--- src/rtl/lstm_pkg.sv ---
// rtl/lstm_pkg.sv - shared constants and state encoding for the LSTM step sequencer
package lstm_pkg;

    localparam int STEP_BITWIDTH_DEF = 16;
    localparam int N_GATES_DEF       = 4;

    typedef enum logic [2:0] {
        ST_IDLE   = 3'd0,
        ST_LOAD_X = 3'd1,
        ST_GATES  = 3'd2,
        ST_ELEM   = 3'd3,
        ST_COMMIT = 3'd4,
        ST_DONE   = 3'd5
    } seq_state_t;

endpackage

--- src/rtl/ready_collect.sv ---
// rtl/ready_collect.sv - sticky per-gate ready collector with combinational all-ready
module ready_collect #(
    parameter int N_GATES = 4
) (
    input  logic               clock,
    input  logic               reset,
    input  logic               clear,
    input  logic [N_GATES-1:0] ready,
    output logic               all_ready
);

    logic [N_GATES-1:0] r_flags;

    // Remember every gate that has reported ready since the last clear
    always_ff @(posedge clock) begin
        if (reset || clear) begin
            r_flags <= '0;
        end else begin
            r_flags <= r_flags | ready;
        end
    end

    // Include this cycle's ready so the last gate is recognised the cycle it arrives
    assign all_ready = &(r_flags | ready);

endmodule

--- src/rtl/lstm_seq_ctrl.sv ---
// rtl/lstm_seq_ctrl.sv - per-timestep LSTM sequencer (optional watchdog under SEQ_TIMEOUT_EN)
module lstm_seq_ctrl
    import lstm_pkg::*;
#(
    parameter int STEP_BITWIDTH  = STEP_BITWIDTH_DEF,
    parameter int N_GATES        = N_GATES_DEF,
    parameter int TIMEOUT_CYCLES = 4096
) (
    input  logic                     clock,
    input  logic                     reset,
    input  logic                     start,
    input  logic [STEP_BITWIDTH-1:0] numSteps,
    input  logic [N_GATES-1:0]       gateReady,
    input  logic                     elemReady,
    output logic                     xLoad,
    output logic                     beginCalc,
    output logic                     elemStart,
    output logic                     hLatch,
    output logic [STEP_BITWIDTH-1:0] stepIdx,
    output logic                     busy,
    output logic                     done,
    output logic                     error
);

    localparam logic [STEP_BITWIDTH-1:0] STEP_ONE = {{(STEP_BITWIDTH-1){1'b0}}, 1'b1};

    seq_state_t               r_state;
    seq_state_t               w_state_next;
    logic                     r_first;
    logic [STEP_BITWIDTH-1:0] r_step_idx;
    logic [STEP_BITWIDTH-1:0] r_num_steps;
    logic [STEP_BITWIDTH-1:0] w_step_next;
    logic                     w_last_step;
    logic                     w_start_ok;
    logic                     w_collect_clear;
    logic [N_GATES-1:0]       w_collect_ready;
    logic                     w_all_ready;
    logic                     w_timeout;

    assign w_start_ok      = (r_state == ST_IDLE) && start;
    assign w_step_next     = r_step_idx + STEP_ONE;
    assign w_last_step     = (w_step_next == r_num_steps);
    // The beginCalc cycle clears the flags; ready seen in that cycle is dropped
    assign w_collect_clear = (r_state == ST_GATES) && r_first;
    assign w_collect_ready = gateReady & {N_GATES{(r_state == ST_GATES) && !r_first}};

    ready_collect #(
        .N_GATES (N_GATES)
    ) u_ready_collect (
        .clock     (clock),
        .reset     (reset),
        .clear     (w_collect_clear),
        .ready     (w_collect_ready),
        .all_ready (w_all_ready)
    );

`ifdef SEQ_TIMEOUT_EN
    localparam int TMO_W = $clog2(TIMEOUT_CYCLES + 1);
    localparam logic [TMO_W-1:0] TMO_LAST = TMO_W'(TIMEOUT_CYCLES - 1);

    logic [TMO_W-1:0] r_tmo_cnt;
    logic             r_error;

    assign w_timeout = ((r_state == ST_GATES) || (r_state == ST_ELEM)) && (r_tmo_cnt == TMO_LAST);

    // Watchdog: restarts on every state entry, counts only while waiting on gates or elementwise
    always_ff @(posedge clock) begin
        if (reset) begin
            r_tmo_cnt <= '0;
        end else if (w_state_next != r_state) begin
            r_tmo_cnt <= '0;
        end else if ((r_state == ST_GATES) || (r_state == ST_ELEM)) begin
            r_tmo_cnt <= r_tmo_cnt + 1'b1;
        end
    end

    // Sticky error: set by the watchdog, cleared by reset or the next accepted start
    always_ff @(posedge clock) begin
        if (reset) begin
            r_error <= 1'b0;
        end else if (w_timeout) begin
            r_error <= 1'b1;
        end else if (w_start_ok) begin
            r_error <= 1'b0;
        end
    end

    assign error = r_error;
`else
    assign w_timeout = 1'b0;
    assign error     = 1'b0;
`endif

    // State register
    always_ff @(posedge clock) begin
        if (reset) begin
            r_state <= ST_IDLE;
        end else begin
            r_state <= w_state_next;
        end
    end

    // Next-state logic; the first cycle of GATES and ELEM never advances
    always_comb begin
        w_state_next = r_state;
        case (r_state)
            ST_IDLE: begin
                if (start) begin
                    w_state_next = (numSteps != '0) ? ST_LOAD_X : ST_DONE;
                end
            end
            ST_LOAD_X: w_state_next = ST_GATES;
            ST_GATES: begin
                if (!r_first && w_all_ready) begin
                    w_state_next = ST_ELEM;
                end
            end
            ST_ELEM: begin
                if (!r_first && elemReady) begin
                    w_state_next = ST_COMMIT;
                end
            end
            ST_COMMIT: w_state_next = w_last_step ? ST_DONE : ST_LOAD_X;
            ST_DONE:   w_state_next = ST_IDLE;
            default:   w_state_next = ST_IDLE;
        endcase
        if (w_timeout) begin
            w_state_next = ST_IDLE;
        end
    end

    // Outputs decoded from the registered state and first-cycle marker
    always_comb begin
        xLoad     = (r_state == ST_LOAD_X);
        beginCalc = (r_state == ST_GATES) && r_first;
        elemStart = (r_state == ST_ELEM) && r_first;
        hLatch    = (r_state == ST_COMMIT);
        done      = (r_state == ST_DONE);
        busy      = (r_state != ST_IDLE);
        stepIdx   = r_step_idx;
    end

    // Step bookkeeping and first-cycle-of-state marker
    always_ff @(posedge clock) begin
        if (reset) begin
            r_first     <= 1'b0;
            r_step_idx  <= '0;
            r_num_steps <= '0;
        end else begin
            r_first <= (w_state_next != r_state);
            if (w_start_ok) begin
                r_step_idx  <= '0;
                r_num_steps <= numSteps;
            end else if ((r_state == ST_COMMIT) && !w_last_step) begin
                r_step_idx <= w_step_next;
            end
        end
    end

endmodule

--- config.mk ---
export PLATFORM = sky130hd
export DESIGN_NAME = lstm_seq_ctrl
export DESIGN_NICKNAME = d
export VERILOG_FILES = /design/src/rtl/lstm_pkg.sv /design/src/rtl/ready_collect.sv /design/src/rtl/lstm_seq_ctrl.sv
export SDC_FILE = /design/constraint.sdc
export NUM_CORES = 1
export LEC_CHECK = 0
export BUFFER_PORTS_ARGS = -buffer_cell sky130_fd_sc_hd__buf_4
export CORE_UTILIZATION = 55
export CTS_BUF_LIST = sky130_fd_sc_hd__clkbuf_4 sky130_fd_sc_hd__clkbuf_8 sky130_fd_sc_hd__clkbuf_16
export DETAILED_ROUTE_END_ITERATION = 16
export PLACE_DENSITY = 0.91
export SYNTH_ARGS = -nofsm -noshare
export SYNTH_HDL_FRONTEND = slang
export SYNTH_HIERARCHICAL = 1
export SYNTH_SLANG_ARGS = --single-unit
--- constraint.sdc ---
create_clock -name clock -period 3.7 [get_ports clock]
set_input_delay 0.555 -clock clock [delete_from_list [all_inputs] [get_ports clock]]
set_output_delay 0.555 -clock clock [all_outputs]
set_load 0.01 [all_outputs]
==> metrics <==
drt wl/cell=15.6 um; H-tree levels=2; ys async rst share=0%; R2R Setup Slk=0.61 ns; fraction of layout cells with a size suffix above 1=20.8%; gpl congestion=0.959; largest net degree at the start of global routing=47; fin crit share=83.5%; cts bufs inserted=5; top cell type's share of synthesized area=between 30% and 40%; first-pass GRT wire length=around 9700 um; Diodes inserted=0; Synth area leader=dfxtp_1; Starting Density=57.4%; row cnt=23; part of the power in registers=49.2%; root buffer cell=clkbuf_8; Post-route DRC=0; Fmax=0.324 GHz; post-synthesis sequential area ratio=34.6%; initial antenna violation count=0; met1 wire length=2530 um; Post-synth EDFFs=0; final hold vios=0; Finished Cell Area=2750 um2; dominant synthesized flop cell=dfxtp_1; via count=2,317; Max Used Layer=met4; top cells by count, synth=nand2_1 (46), dfxtp_1 (40), a21oi_1 (25); Leak=1.09 nW; Seq cells post-synth=40; clock-pin slew on the worst setup and hold paths=0.07 ns; TritonCTS clock tree=yes; DRT Pass-1 Iters=5; Final setup viols=0; post-route minimum period=3.09 ns; crit path setup slack, layout=around 0.61 ns; Mapped Cells=290; clock power share=a little under two fifths; vias in the first global route=2,077; CTS Buffer Depth=2; Switching Fraction=24.8%; # IOs=47; outcome=finished, final reports clean; Min-Delay Path Class=flip-flop to flip-flop; die width=66.8 um; Final Skew=approximately 0.0090 ns; synth warn=6; die area=4470 um2; Max VDD drop=0.317 mV; post-route antenna net violation count=0; metal3 WL=461 um; Final #Nets=351; Hold-fix buffers, CTS=0; Multi-input gate area=1390 um2; Worst Max-Slew Pin Slew=between 0.7 and 0.8 ns; I/O Buffers=45; Die Height=about 67 um; P_int=708 uW; max_slew headroom=a little under half; worst slack, placed=0.719 ns; Max Cap Viol=0; Via density=~6; final setup TNS=0 ns; PostCTS Resize Cnt=0; Cell variety after synth=57; Worst Setup Start Kind=flip-flop; gr usage total=between 20% and 30%; GRT overflow=0; core area=4030 um2; RSZ-0062 raised after global routing=no; TritonCTS Sinks=40; Reg area=801 um2; Post CTS Setup Buffer Count=0; Req. time, crit path=3.89 ns; WL met2=2700 um; DR iter-0 viols=about 280; net count after synthesis=315; Synth-to-Final Area Change=18.8%; Power per Cell Area=roughly 340 nW/um2; Post-Syn Area=2310 um2; most frequent cell after synthesis=nand2_1; CP Data Arrival Time=3.28 ns; CP Class=flip-flop to flip-flop; NetSw=234 uW; post-DP HPWL=4230 um; crit path max fanout=18; Comb pwr share=12.7%; Worst Setup End Kind=flip-flop; Total Routed Length=5870 um; Slew Viols, Final=0; Placement Cell Area=2640 um2; Avg Cell Area, Syn=7.97 um2; number of fillers in the final layout=336; Worst-Skew Late Latency=0.30 ns; synth top area cells=dfxtp_1 (35%), nand2_1 (7.5%), a21oi_1 (5.4%), xnor2_1 (4.9%), nor2_1 (3.6%)
[metrics by stage]
stage / hold slack (ns) / util [%] / power, mW / cells
floorplan: 0.448 / - / 0.548 / 290
global placement: 0.455 / 65.4 / 0.587 / 369
detailed placement: 0.461 / 65.4 / 0.591 / 369
CTS: 0.472 / 68.2 / 0.943 / 377
global route: 0.483 / 68.2 / 0.979 / 377
finish: 0.470 / 68.2 / 0.942 / 377
[cells in the final DEF (no fill, tap or decap), types with 2 or more instances in the layout]
| master | count |
|---|---|
| or4_1 | 4 |
| nor2_1 | 22 |
| o311ai_0 | 4 |
| inv_1 | 6 |
| mux2i_1 | 2 |
| and2_1 | 7 |
| nand3_1 | 9 |
| and4_1 | 3 |
| xnor2_1 | 13 |
| a22o_1 | 2 |
| a21o_1 | 3 |
| nor4_1 | 10 |
| a211o_1 | 2 |
| nor2b_1 | 4 |
| o21a_1 | 2 |
| or4b_2 | 2 |
| nor3b_1 | 3 |
| nand2_1 | 46 |
| o211ai_1 | 2 |
| clkbuf_8 | 5 |
| or3_1 | 2 |
| o21ai_0 | 3 |
| dfxtp_1 | 40 |
| nand4_1 | 4 |
| xor2_1 | 8 |
| mux2_2 | 3 |
| nor3_1 | 11 |
| nor4_2 | 3 |
| buf_4 | 47 |
| and3_1 | 2 |
| a211oi_1 | 2 |
| a21oi_1 | 25 |
| a311oi_1 | 2 |
[cell families (layout without fill, tap and decap cells)]
group	Yosys count	after routing	synth area share, %
other	1	1	0.162
AOI/OAI and AO/OA	56	56	16.2
and+or+nand+nor	140	140	32.5
muxes	6	6	2.98
DFF	40	40	34.6
xor gates and xnor gates	21	21	7.95
adders and majority gates	1	1	0.541
buffers and inverters	25	62	5.09
[flip-flops by register name, indices dropped and copies added, names as in the netlist]
name and count:
stepIdx 16, r_state 3, r_first 1, u_ready_collect/r_flags 4, r_num_steps 16
[power groups by stage]
| stage | Sequential (mW) | Clock (mW) | Combinational, mW |
|---|---|---|---|
| after floorplan | 0.468 | 0 | 0.0798 |
| after global placement | 0.472 | 0 | 0.115 |
| after detailed placement | 0.473 | 0 | 0.118 |
| after CTS | 0.463 | 0.361 | 0.119 |
| after global routing | 0.465 | 0.379 | 0.134 |
| final | 0.463 | 0.358 | 0.120 |
[layout make-up]
type,instances,area share [%]
Tap cell,50,2.28
Multi-Input combinational cell,225,50.7
Sequential cell,40,29.1
Clock inverter,2,1.28
Inverter,7,0.956
Clock buffer,6,2.78
Timing Repair Buffer,47,12.8
[layer usage]
layer | vias up | track usage (%)
met2 | 111 | 43.7
met4 | 0 | 11.2
met1 | 1064 | 39.0
met3 | 26 | 8.39
met5 | - | 0
li1 | 1116 | -
[final timing paths]
check	end	cells past startpoint	from
setup reg to reg	stepIdx[9]	9	stepIdx[0]
hold reg to reg	r_num_steps[1]	2	r_num_steps[1]
setup / recovery	stepIdx[9]	9	stepIdx[0]
hold / removal	r_num_steps[1]	2	r_num_steps[1]
[critical path, cell delays in order (launching register included)]
cell and delay [ns]:
dfxtp_1 0.47, ha_1 0.31, and3_1 0.30, nand3_1 0.21
a311oi_1 0.40, o2111ai_1 0.19, nor4_2 0.38, buf_4 0.27
nor3_1 0.11, a221o_1 0.34
No activity file was read; power rests on OpenSTA's default activity.
